**config.mk**
```make
export PLATFORM = sky130hd
export DESIGN_NAME = vga_timing_monitor_flat
export DESIGN_NICKNAME = d
export VERILOG_FILES = /design/src/rtl/vga_timing_monitor_if.sv /design/src/rtl/vga_timing_monitor.sv /design/src/flat_wrapper.sv
export SDC_FILE = /design/constraint.sdc
export NUM_CORES = 1
export LEC_CHECK = 0
export BUFFER_PORTS_ARGS = -buffer_cell sky130_fd_sc_hd__buf_2
export CORE_ASPECT_RATIO = 2
export CORE_MARGIN = 8
export CORE_UTILIZATION = 58
export CTS_CLUSTER_SIZE = 40
export DETAILED_ROUTE_END_ITERATION = 6
export HOLD_SLACK_MARGIN = 0.1
export PLACE_DENSITY_LB_ADDON = 0.25
export SYNTH_ARGS = -nofsm -noshare
export SYNTH_HDL_FRONTEND = slang
export SYNTH_SLANG_ARGS = --single-unit
```
**constraint.sdc**
```tcl
create_clock -name pclk -period 3.2 [get_ports pclk]
set_clock_uncertainty 0.15 [all_clocks]
set_input_delay 0 -clock pclk [delete_from_list [all_inputs] [get_ports pclk]]
set_output_delay 0 -clock pclk [all_outputs]
set_load 0.1 [all_outputs]
```
**src/rtl/vga_timing_monitor_if.sv**
```systemverilog
// Timing-stream bundle between a VGA timing source and the timing monitor.
// The master drives the blank/sync stream and observes the recovered timing.
interface vga_timing_monitor_if;
  logic        hblnk_in;
  logic        vblnk_in;
  logic        hsync_in;
  logic        vsync_in;
  logic [10:0] hcount;
  logic [10:0] vcount;
  logic [10:0] h_total;
  logic [10:0] v_total;
  logic [7:0]  hsync_width;
  logic        locked;
  logic        timing_err;

  modport master (
    output hblnk_in, vblnk_in, hsync_in, vsync_in,
    input  hcount, vcount, h_total, v_total, hsync_width, locked, timing_err
  );

  modport slave (
    input  hblnk_in, vblnk_in, hsync_in, vsync_in,
    output hcount, vcount, h_total, v_total, hsync_width, locked, timing_err
  );
endinterface

```
**src/rtl/vga_timing_monitor.sv**
```systemverilog
// Recovers pixel/line position from blanking edges, measures line/frame/hsync lengths,
// and declares lock after LOCK_FRAMES consecutive frames of uniform, unchanged geometry.
module vga_timing_monitor #(
  parameter int LOCK_FRAMES = 2
) (
  input logic                 pclk,
  input logic                 rst,
  vga_timing_monitor_if.slave mon
);

  typedef enum logic [1:0] {
    SEARCH  = 2'd0,
    MEASURE = 2'd1,
    LOCKED  = 2'd2
  } state_t;

  localparam logic [10:0] CNT_MAX  = 11'd2047;
  localparam logic [7:0]  HS_MAX   = 8'd255;
  localparam logic [7:0]  LOCK_TGT = 8'(LOCK_FRAMES);

  logic        hblnk_r, vblnk_r, hsync_r, vsync_r;
  logic        hblnk_d_r, vblnk_d_r, hsync_d_r, vsync_d_r;
  logic [10:0] hcount_r, vcount_r, h_total_r, v_total_r, first_len_r;
  logic [7:0]  hsync_width_r, hs_cnt_r, frame_cnt_r;
  logic        seen_ls_r, seen_fs_r, v_loaded_r, vpend_r;
  logic        have_first_r, lines_ok_r;
  logic        locked_r, timing_err_r;
  state_t      state_r;

  logic        ls_s, vfall_s, fs_s, hsfall_s, vs_err_s, hsat_s, vsat_s;
  logic [10:0] hmeas_s, vmeas_s;
  logic        line_ok_s, frame_ok_s, lock_err_s;
  logic [7:0]  frame_cnt_inc_s;

  // Edge detection, saturating measurements and consistency decisions
  always_comb begin
    ls_s       = hblnk_d_r & ~hblnk_r;
    vfall_s    = vblnk_d_r & ~vblnk_r;
    fs_s       = ls_s & (vpend_r | vfall_s);
    hsfall_s   = hsync_d_r & ~hsync_r;
    vs_err_s   = (vsync_r ^ vsync_d_r) & ~vblnk_r;
    hsat_s     = (hcount_r == CNT_MAX);
    vsat_s     = (vcount_r == CNT_MAX);
    hmeas_s    = hsat_s ? CNT_MAX : (hcount_r + 11'd1);
    vmeas_s    = vsat_s ? CNT_MAX : (vcount_r + 11'd1);
    line_ok_s  = ~have_first_r | (hmeas_s == first_len_r);
    // With no earlier frame total to compare against, the frame length is taken as the reference
    frame_ok_s = lines_ok_r & line_ok_s & (~v_loaded_r | (vmeas_s == v_total_r));
    frame_cnt_inc_s = (frame_cnt_r == 8'hFF) ? 8'hFF : (frame_cnt_r + 8'd1);
    lock_err_s = 1'b0;
    if (state_r == LOCKED) begin
      lock_err_s = vs_err_s | hsat_s | vsat_s
                 | (ls_s & (hmeas_s != h_total_r))
                 | (fs_s & (vmeas_s != v_total_r));
    end else begin
      lock_err_s = 1'b0;
    end
  end

  // Input sample stage plus one cycle of history for edge detection
  always_ff @(posedge pclk) begin
    if (rst) begin
      hblnk_r   <= 1'b0;
      vblnk_r   <= 1'b0;
      hsync_r   <= 1'b0;
      vsync_r   <= 1'b0;
      hblnk_d_r <= 1'b0;
      vblnk_d_r <= 1'b0;
      hsync_d_r <= 1'b0;
      vsync_d_r <= 1'b0;
    end else begin
      hblnk_r   <= mon.hblnk_in;
      vblnk_r   <= mon.vblnk_in;
      hsync_r   <= mon.hsync_in;
      vsync_r   <= mon.vsync_in;
      hblnk_d_r <= hblnk_r;
      vblnk_d_r <= vblnk_r;
      hsync_d_r <= hsync_r;
      vsync_d_r <= vsync_r;
    end
  end

  // Position counters and line/frame totals
  always_ff @(posedge pclk) begin
    if (rst) begin
      hcount_r   <= 11'd0;
      vcount_r   <= 11'd0;
      h_total_r  <= 11'd0;
      v_total_r  <= 11'd0;
      seen_ls_r  <= 1'b0;
      seen_fs_r  <= 1'b0;
      v_loaded_r <= 1'b0;
      vpend_r    <= 1'b0;
    end else begin
      if (ls_s) begin
        hcount_r  <= 11'd0;
        seen_ls_r <= 1'b1;
        if (seen_ls_r) begin
          h_total_r <= hmeas_s;
        end
      end else if (!hsat_s) begin
        hcount_r <= hcount_r + 11'd1;
      end
      if (fs_s) begin
        vcount_r  <= 11'd0;
        vpend_r   <= 1'b0;
        seen_fs_r <= 1'b1;
        if (seen_fs_r) begin
          v_total_r  <= vmeas_s;
          v_loaded_r <= 1'b1;
        end
      end else begin
        if (ls_s && !vsat_s) begin
          vcount_r <= vcount_r + 11'd1;
        end
        if (vfall_s) begin
          vpend_r <= 1'b1;
        end
      end
    end
  end

  // Hsync high-time measurement, published on the sync falling edge
  always_ff @(posedge pclk) begin
    if (rst) begin
      hs_cnt_r      <= 8'd0;
      hsync_width_r <= 8'd0;
    end else if (hsfall_s) begin
      hsync_width_r <= hs_cnt_r;
      hs_cnt_r      <= 8'd0;
    end else if (hsync_r && (hs_cnt_r != HS_MAX)) begin
      hs_cnt_r <= hs_cnt_r + 8'd1;
    end
  end

  // Lock FSM with per-frame line-uniformity tracking
  always_ff @(posedge pclk) begin
    if (rst) begin
      state_r      <= SEARCH;
      frame_cnt_r  <= 8'd0;
      first_len_r  <= 11'd0;
      have_first_r <= 1'b0;
      lines_ok_r   <= 1'b0;
      locked_r     <= 1'b0;
      timing_err_r <= 1'b0;
    end else begin
      timing_err_r <= 1'b0;
      if (fs_s) begin
        have_first_r <= 1'b0;
        lines_ok_r   <= 1'b1;
      end else if (ls_s) begin
        if (!have_first_r) begin
          first_len_r  <= hmeas_s;
          have_first_r <= 1'b1;
        end else if (hmeas_s != first_len_r) begin
          lines_ok_r <= 1'b0;
        end
      end
      case (state_r)
        SEARCH: begin
          locked_r <= 1'b0;
          if (fs_s) begin
            state_r     <= MEASURE;
            frame_cnt_r <= 8'd0;
          end
        end
        MEASURE: begin
          locked_r <= 1'b0;
          if (vs_err_s) begin
            // The frame carrying the stray vsync can never count as consistent
            frame_cnt_r <= 8'd0;
            lines_ok_r  <= 1'b0;
          end else if (fs_s) begin
            if (!frame_ok_s) begin
              frame_cnt_r <= 8'd0;
            end else if (frame_cnt_inc_s >= LOCK_TGT) begin
              state_r     <= LOCKED;
              locked_r    <= 1'b1;
              frame_cnt_r <= 8'd0;
            end else begin
              frame_cnt_r <= frame_cnt_inc_s;
            end
          end
        end
        LOCKED: begin
          if (lock_err_s) begin
            state_r      <= SEARCH;
            locked_r     <= 1'b0;
            timing_err_r <= 1'b1;
            frame_cnt_r  <= 8'd0;
          end
        end
        default: begin
          state_r     <= SEARCH;
          locked_r    <= 1'b0;
          frame_cnt_r <= 8'd0;
        end
      endcase
    end
  end

  assign mon.hcount      = hcount_r;
  assign mon.vcount      = vcount_r;
  assign mon.h_total     = h_total_r;
  assign mon.v_total     = v_total_r;
  assign mon.hsync_width = hsync_width_r;
  assign mon.locked      = locked_r;
  assign mon.timing_err  = timing_err_r;

endmodule

```
**src/flat_wrapper.sv**
```systemverilog
// flat-port wrapper written by rule: the top's interface ports become plain ports
module vga_timing_monitor_flat 
#(
  parameter int LOCK_FRAMES = 2
)
  (pclk, rst, mon_hblnk_in, mon_vblnk_in, mon_hsync_in, mon_vsync_in, mon_hcount, mon_vcount, mon_h_total, mon_v_total, mon_hsync_width, mon_locked, mon_timing_err);
  vga_timing_monitor_if mon_i ();
  input logic pclk;
  input logic rst;
  input wire logic [$bits(mon_i.hblnk_in)-1:0] mon_hblnk_in;
  input wire logic [$bits(mon_i.vblnk_in)-1:0] mon_vblnk_in;
  input wire logic [$bits(mon_i.hsync_in)-1:0] mon_hsync_in;
  input wire logic [$bits(mon_i.vsync_in)-1:0] mon_vsync_in;
  output wire logic [$bits(mon_i.hcount)-1:0] mon_hcount;
  output wire logic [$bits(mon_i.vcount)-1:0] mon_vcount;
  output wire logic [$bits(mon_i.h_total)-1:0] mon_h_total;
  output wire logic [$bits(mon_i.v_total)-1:0] mon_v_total;
  output wire logic [$bits(mon_i.hsync_width)-1:0] mon_hsync_width;
  output wire logic [$bits(mon_i.locked)-1:0] mon_locked;
  output wire logic [$bits(mon_i.timing_err)-1:0] mon_timing_err;
  assign mon_i.hblnk_in = mon_hblnk_in;
  assign mon_i.vblnk_in = mon_vblnk_in;
  assign mon_i.hsync_in = mon_hsync_in;
  assign mon_i.vsync_in = mon_vsync_in;
  assign mon_hcount = mon_i.hcount;
  assign mon_vcount = mon_i.vcount;
  assign mon_h_total = mon_i.h_total;
  assign mon_v_total = mon_i.v_total;
  assign mon_hsync_width = mon_i.hsync_width;
  assign mon_locked = mon_i.locked;
  assign mon_timing_err = mon_i.timing_err;
  vga_timing_monitor #(.LOCK_FRAMES(LOCK_FRAMES)) u_core (.pclk(pclk), .rst(rst), .mon(mon_i));
endmodule
```
==> summary.md, run 1 <==
| Metric | Value |
|---|---|
| Status | completed |
| Internal reg-to-reg setup slack | 0.33 ns |
| Htree depth | 3 |
| Max Freq | 0.349 GHz |
| Total global routing track utilization | between 20% and 30% |
| Number of rows created at floorplan | 47 |
| Hold path cells | 3 |
| Crit. Startpoint | u_core.mon.vcount[0] |
| Final net count | 658 |
| Critical setup path kind | reg2reg |
| Total number of vias | 4617 |
| Vias in the first global route | about 4600 |
| Share of flip-flops with an asynchronous set or reset | 0% |
| Layout cell share with drive strength beyond 1 | about 18% |
| Cell types with the highest counts after synthesis | sky130_fd_sc_hd__dfxtp_1, sky130_fd_sc_hd__nor2_1, sky130_fd_sc_hd__nand2_1 |
| First-pass GRT wire length | 21800 µm |
| Top cells by area, synth | sky130_fd_sc_hd__dfxtp_1, sky130_fd_sc_hd__nor2_1, sky130_fd_sc_hd__nand2_1, sky130_fd_sc_hd__a21oi_1, sky130_fd_sc_hd__xnor2_1 |
| Worst flop-to-flop path endpoint | u_core.state_r[0] |
| Count of buffers inserted at the top-level ports | 59 |
| Unrepaired setup endpoints after global routing | no |
| Worst voltage drop across the vdd grid | about 0.00031 V |
| Flops & latches, synth | 97 |
| Number of antenna repair diodes | 0 |
| Area growth, synth to finish | 14.7% |
| Longest Clk Path Bufs | 2 |
| Start of the worst register-to-register path | u_core.mon.vcount[0] |
| Leakage power figure | 2.21 nW |
| Total overflow reported by the global router | 0 |
| Largest net degree at the start of global routing | 56 |
| Max_slew headroom | 46.9% |
| Main synth FF type | sky130_fd_sc_hd__dfxtp_1 |
| End point of the critical path | u_core.state_r[0] |
| Hpwl dp | 9890 µm |
| Critical path arrival | 2.94 ns |
| First-pass iteration count of the detailed router | 5 |
| Die Ht | 146 µm |
| Cell area after technology mapping | 4920 µm² |
| Total Die Area | 11900 µm² |
| Clock input transition at the sequential cells of the worst setup and hold paths | approximately 0.070 ns |
| Number of instances in the synthesized netlist | 591 |
| Yosys top cell by area | sky130_fd_sc_hd__dfxtp_1 |
| Number of warning messages in the yosys log | 0 |
| Crit start category | flop |
| Count of nets left with antenna violations after detail routing | 0 |
| Final Hold Violating Endpoints | 0 |
| Power density over the cells | 434 nW/µm² |
| CTS Sinks | between 90 and 100 |
| Core footprint | 8230 µm² |
| Post-synthesis area per instance | 8.32 µm² |
| Ports placed on the boundary | 60 |
| Critical Path End Type | flop |
| Critical hold path startpoint | mon_hsync_in |
| Starting DRT DRC Count | 296 |
| Portion of the post-synthesis area used by sequential elements | 39.5% |
| Count of final max-slew check failures | 0 |
| Total clock buffers created by CTS | 9 |
| Die boundary width | 81.1 µm |
| Worst-Skew Late Latency | 0.34 ns |
| Final TNS setup | 0 ns |
| Final setup violation count | 0 |
| Share of the synthesized area in the top cell type | between 30% and 40% |
| Antenna violations before repair | 0 |
| Library cell with the highest instance count after synthesis | sky130_fd_sc_hd__dfxtp_1 |
| Initial core utilization | ~60% |
| Number of flops mapped to enable cells by yosys | 0 |
| Total detailed-routing wirelength | 13200 µm |
| Nets in the synthesized netlist | roughly 600 |
| MaxCap Viol Count | 0 |
| Total Power | 0.00245 W |
| Worst Max-Slew Pin Slew | 0.797 ns |
| Root Buffer Master | sky130_fd_sc_hd__clkbuf_16 |
| Largest fanout of any net on the critical path | 10 |
| Post-route DRC | 0 |
| CTS tree | done |
| Type of the worst min-delay path | in2reg |
| Routability-driven placement congestion ratio | 0.990 |
| Final period utilization | 89.5% |
| Data required time at the worst endpoint | 3.27 ns |
| Detailed-route wire length per cell | 17.6 µm |
| Worst hold margin | 0.252 ns |
| Yosys cell types | 73 |
| Post-layout minimum cycle time | 2.87 ns |
| Vias per std cell | slightly above 6 |
| Cell count of the worst reg-to-reg path | 9 |
-- power by group --
part	switching (W)	internal, W	leakage (nW)
Clock	0.000454	0.000552	0.126
Sequential	0.0000182	0.00123	0.787
Combinational	0.000133	0.0000643	1.30
-- repair_timing --
| action | 4_1_cts | 5_1_grt |
|---|---|---|
| buffers inserted | 0 | 0 |
| hold buffers | 8 | 0 |
| resized for setup | 0 | 1 |
| setup endpoints to repair | 0 | 1 |
| hold endpoints to repair | 14 | 0 |
-- worst max-delay path, cell delays in order, from the launching register on --
cell                        delay, ns
sky130_fd_sc_hd__dfxtp_2         0.42
sky130_fd_sc_hd__ha_1            0.25
sky130_fd_sc_hd__and3_1          0.30
sky130_fd_sc_hd__nand4_1         0.18
sky130_fd_sc_hd__a21o_1          0.22
sky130_fd_sc_hd__a2111oi_4       0.36
sky130_fd_sc_hd__o211ai_2        0.19
sky130_fd_sc_hd__o31ai_1         0.39
sky130_fd_sc_hd__and3_1          0.22
sky130_fd_sc_hd__a31oi_1         0.08
-- worst min-delay path by stage --
stage                      to  slack, ns
6_report       u_core.hsync_r       0.25
5_1_grt        u_core.hsync_r       0.27
4_1_cts        u_core.hsync_r       0.25
3_5_place_dp   u_core.hsync_r       0.07
3_3_place_gp   u_core.vsync_r       0.06
2_1_floorplan  u_core.hblnk_r      -0.02
-- cells in the final DEF (no fill, tap or decap), drive strengths merged, types with 4 or more instances in the layout --
cell and n:
nor4 7, o22ai 6, dlygate4sd3 8, or3 9
a211oi 14, nor3b 8, o21ai 18, nand3 25
nand2 61, nand4 14, mux2i 6, and4 5
ha 4, inv 10, nand2b 10, o211ai 6
a21o 5, nor2b 13, buf 74, clkbuf 13
nor3 9, and2 4, xor2 12, and3 16
nor2 91, dfxtp 97, a311oi 7, xnor2 16
a21oi 42
-- metal layers --
layer	wire length [µm]	share of wire, %	GRT usage (%)	vias up
li1	-	-	-	2222
met1	4740	36	23.4	2166
met2	7140	54	40.3	177
met3	605	4.6	4.00	52
met4	738	5.6	15.5	0
met5	0	0	0	-
-- cell families (layout without fill, tap and decap cells) --
kind of cell | count (synthesis) | count (layout) | share of synthesized area (%)
AND/OR/NAND/NOR | 281 | 281 | 29.6
AO/OA/AOI/OAI | 128 | 128 | 18.6
flip-flops | 97 | 97 | 39.5
buffers and inverters | 45 | 107 | 4.25
XOR/XNOR | 30 | 30 | 5.93
multiplexers | 6 | 6 | 1.22
adder cells (fa/ha/maj) | 4 | 4 | 1.02
-- registers in the layout, indices dropped and copies added (netlist names), 2 cells and up --
register                cells
u_core.first_len_r         11
u_core.mon.h_total         11
u_core.mon.hcount          11
u_core.mon.v_total         11
u_core.mon.vcount          11
u_core.frame_cnt_r          8
u_core.hs_cnt_r             8
u_core.mon.hsync_width      8
u_core.state_r              2
-- stage by stage --
| stage | area (µm²) | cells | utilization, % | setup slack, ns |
|---|---|---|---|---|
| after floorplan | 4930 | 591 | - | 0.00384 |
| after global placement | 5280 | 727 | 64.2 | 0.336 |
| after detailed placement | 5280 | 727 | 64.2 | 0.180 |
| after CTS | 5640 | 751 | 68.5 | 0.153 |
| after global routing | 5640 | 751 | 68.5 | 0.0380 |
| final | 5640 | 751 | 68.5 | 0.334 |
-- final cells by class --
cell class,count,area [µm²]
multi-input cells,449,2770
fillers,722,2590
flip-flops and latches,97,1950
repair buffers,82,488
clock buffers,13,250
well taps,98,123
inverters,9,33.8
clock inverters,3,23.8
(Power assumes the default switching activity.)
==> inputs of run 2 (changes only) <==
--- a/config.mk
+++ b/config.mk
@@ -5,8 +5,9 @@
 export SDC_FILE = /design/constraint.sdc
 export NUM_CORES = 1
 export LEC_CHECK = 0
+export ABC_CLOCK_PERIOD_IN_PS = 2700
 export BUFFER_PORTS_ARGS = -buffer_cell sky130_fd_sc_hd__buf_2
-export CORE_ASPECT_RATIO = 2
+export CORE_ASPECT_RATIO = 1.5
 export CORE_MARGIN = 8
 export CORE_UTILIZATION = 58
 export CTS_CLUSTER_SIZE = 40
==> constraint.sdc (replaced) <==
create_clock -name pclk -period 2.7 [get_ports pclk]
set_clock_uncertainty 0.15 [all_clocks]
set_input_delay 0 -clock pclk [delete_from_list [all_inputs] [get_ports pclk]]
set_output_delay 0 -clock pclk [all_outputs]
set_load 0.1 [all_outputs]
==> run 2 against run 1 <==
  * Die area shrank 1.0%
  * Global-route usage shrank 0.26 points
  * Combinational power rose by 25%
  * Design area rose by 4.3%
  * Count of clock-buffer cells in the layout fell by 3
  * Critical path depth is the same
  * Non-clock buffer count increased by 8
==> summary.md, run 2 (synthesized netlist as in run 1, its figures left out) <==
| Metric | Value |
|---|---|
| Status | completed |
| Initial core utilization | 59.2% (-0.56 points) |
| Post-route DRC | 0 (unchanged) |
| Longest Clk Path Bufs | 2 (unchanged) |
| Layer with the highest usage | met2 |
| Met1 routing resource usage after global routing | 22.8% (-0.57 points) |
| Critical Path End Type | flop |
| Root Buffer Master | sky130_fd_sc_hd__clkbuf_16 |
| First-pass iteration count of the detailed router | 5 (unchanged) |
| Master of the slowest instance on the critical path | sky130_fd_sc_hd__dfxtp_4 |
| Number of rows created at floorplan | 41 (-13%) |
| Vias in the first global route | 4622 (-0.19%) |
| Internal reg-to-reg setup slack | 0.09 ns (-0.24 ns) |
| Largest fanout of any net on the critical path | 9 (-1) |
| Leakage power figure | 2.29 nW (+3.6%) |
| CTS tree | done |
| Final worst-path setup slack | 0.0908 ns (-0.244 ns) |
| Max_slew headroom | 54.7% (+7.8 points) |
| Placement Cell Area | 5450 µm² (+3.2%) |
| Antenna violations before repair | 0 (unchanged) |
| Critical path arrival | 2.68 ns (-0.26 ns) |
| Htree depth | 3 (unchanged) |
| Ports placed on the boundary | 60 (unchanged) |
| Total Power | 0.00292 W (+19%) |
| Met2 Use GR | 41.9% (+1.7 points) |
| Worst-Skew Late Latency | 0.34 ns (about the same) |
| Total detailed-routing wirelength | 13500 µm (+1.8%) |
| Crit start category | flop |
| CTS Sinks | 97 (unchanged) |
| Worst voltage drop across the vdd grid | 0.000442 V (+42%) |
| Final instance area | 5880 µm² (+4.3%) |
| Worst hold margin | 0.261 ns (+0.00928 ns) |
| First-pass GRT wire length | 21800 µm (-0.19%) |
| Starting DRT DRC Count | 304 (+2.7%) |
| Layout cell share with drive strength beyond 1 | 24.4% (+6.3 points) |
| Unrepaired setup endpoints after global routing | yes |
| Largest net degree at the start of global routing | 35 (-38%) |
| Final net count | 666 (+1.2%) |
| Count of nets left with antenna violations after detail routing | 0 (unchanged) |
| Count of final max-slew check failures | 0 (unchanged) |
| Core footprint | 8310 µm² (+0.94%) |
| Total overflow reported by the global router | 0 (unchanged) |
| Total clock buffers created by CTS | 9 (unchanged) |
| Critical setup path kind | reg2reg |
| Chain of cells forming the critical path | ha_4, and3_4, nand4_1, a21o_1, a2111oi_4, o211ai_2, o31ai_4, and3_1, a31oi_1 |
| Most used cells in the layout excluding fill and tap cells | sky130_fd_sc_hd__nor2_1, sky130_fd_sc_hd__dfxtp_1, sky130_fd_sc_hd__nand2_1, sky130_fd_sc_hd__buf_2, sky130_fd_sc_hd__a21oi_1 |
| Total number of vias | 4668 (+1.1%) |
| Final Hold Violating Endpoints | 0 (unchanged) |
| Die Ht | 129 µm (-12%) |
| Final setup violation count | 0 (unchanged) |
| Die boundary width | 91.2 µm (+12%) |
| Power density over the cells | 497 nW/µm² (+14%) |
| Detailed-route wire length per cell | 17.5 µm (-0.45%) |
| Worst Max-Slew Pin Slew | 0.680 ns (-0.117 ns) |
| Final TNS setup | 0 ns (unchanged) |
| Post-layout minimum cycle time | 2.61 ns (-0.256 ns) |
| MaxCap Viol Count | 0 (unchanged) |
| Data required time at the worst endpoint | 2.77 ns (-0.50 ns) |
| Met3 global-route usage | 5.07% (+1.1 points) |
| Routability-driven placement congestion ratio | 0.934 (-5.7%) |
| Type of the worst min-delay path | in2reg |
| Number of antenna repair diodes | 0 (unchanged) |
| Hpwl dp | 9840 µm (-0.51%) |
| Vias per std cell | 6.08 (-1.1%) |
| Total global routing track utilization | 22.7% (-0.26 points) |
| Area growth, synth to finish | 19.6% |
| Clock input transition at the sequential cells of the worst setup and hold paths | 0.07 ns (about the same) |
| Post-Place Setup Slack | -0.0347 ns (-0.214 ns) |
| Final period utilization | 96.6% (+7.1 points) |
| Total Die Area | 11700 µm² (-1.0%) |
| Count of buffers inserted at the top-level ports | 59 (unchanged) |
| Max Freq | 0.383 GHz (+9.8%) |
| Slowest Stage Delay on Critical Path | 0.40 ns (-0.02 ns) |
| Commonest non-fill, non-tap cell in the layout | sky130_fd_sc_hd__nor2_1 |
[run 2: changes by cell type in the layout (fill, tap and decap cells not counted), sizes merged]
cell         before  now
dlygate4sd3       8    6
inv              10   13
clkinvlp          2    0
clkbuf           13   10
clkinv            0    2
buf              74   84
[run 2: metrics by stage]
| stage | util, % | cells |
|---|---|---|
| global placement | 65.6 | 745 |
| finish | 70.8 | 768 |
| detailed placement | 65.6 | 745 |
| global route | 70.8 | 768 |
| CTS | 69.8 | 767 |
| floorplan | - | 591 |
[run 2: repair_timing]
| item | in CTS | in global routing |
|---|---|---|
| endpoints found under the hold margin | 17 | 0 |
| pin swaps | 0 | 6 |
| cloned | 0 | 0 |
| hold buffers | 6 | 0 |
| setup buffers | 0 | 1 |
| setup endpoints to repair | 11 | 13 |
| gates resized for setup | 2 | 15 |
[run 2: worst max-delay path: cells and delay by family, from the launching register on]
kind | cells | cell delay [ns]
flops | 1 | 0.40
fa+ha+maj | 1 | 0.16
simple gates | 3 | 0.55
compound gates | 5 | 1.21
[run 2: final timing paths]
kind / startpoint / end / cells after the start
worst min register to register: u_core.mon.hsync_width[6] / u_core.mon.hsync_width[6] / 2
worst min-delay path: mon_vblnk_in / u_core.vblnk_r / 3
worst max register to register: u_core.mon.vcount[0] / u_core.state_r[0] / 9
worst max-delay path: u_core.mon.vcount[0] / u_core.state_r[0] / 9
[run 2: power breakdown]
part	internal, W	leakage [nW]	switching, W
logic	0.0000857	1.35	0.000162
registers	0.00144	0.803	0.0000219
clock network	0.000660	0.144	0.000556
[run 2: per-layer routing]
layer  part of all wire, %  routed length, µm  vias to the layer above
li1                      -                  -                     2247
met1                    37               5020                     2197
met2                    53               7190                      179
met3                   5.4                730                       45
met4                   3.8                516                        0
met5                     0                  0                        -
[run 2: final cells by class]
type                    count  area, µm²
well taps                 107        134
inverters                   9       33.8
clock buffers              10        239
fillers                   663       2430
multi-input cells         449       2870
clock inverters             6       46.3
flip-flops and latches     97       2020
repair buffers             90        543
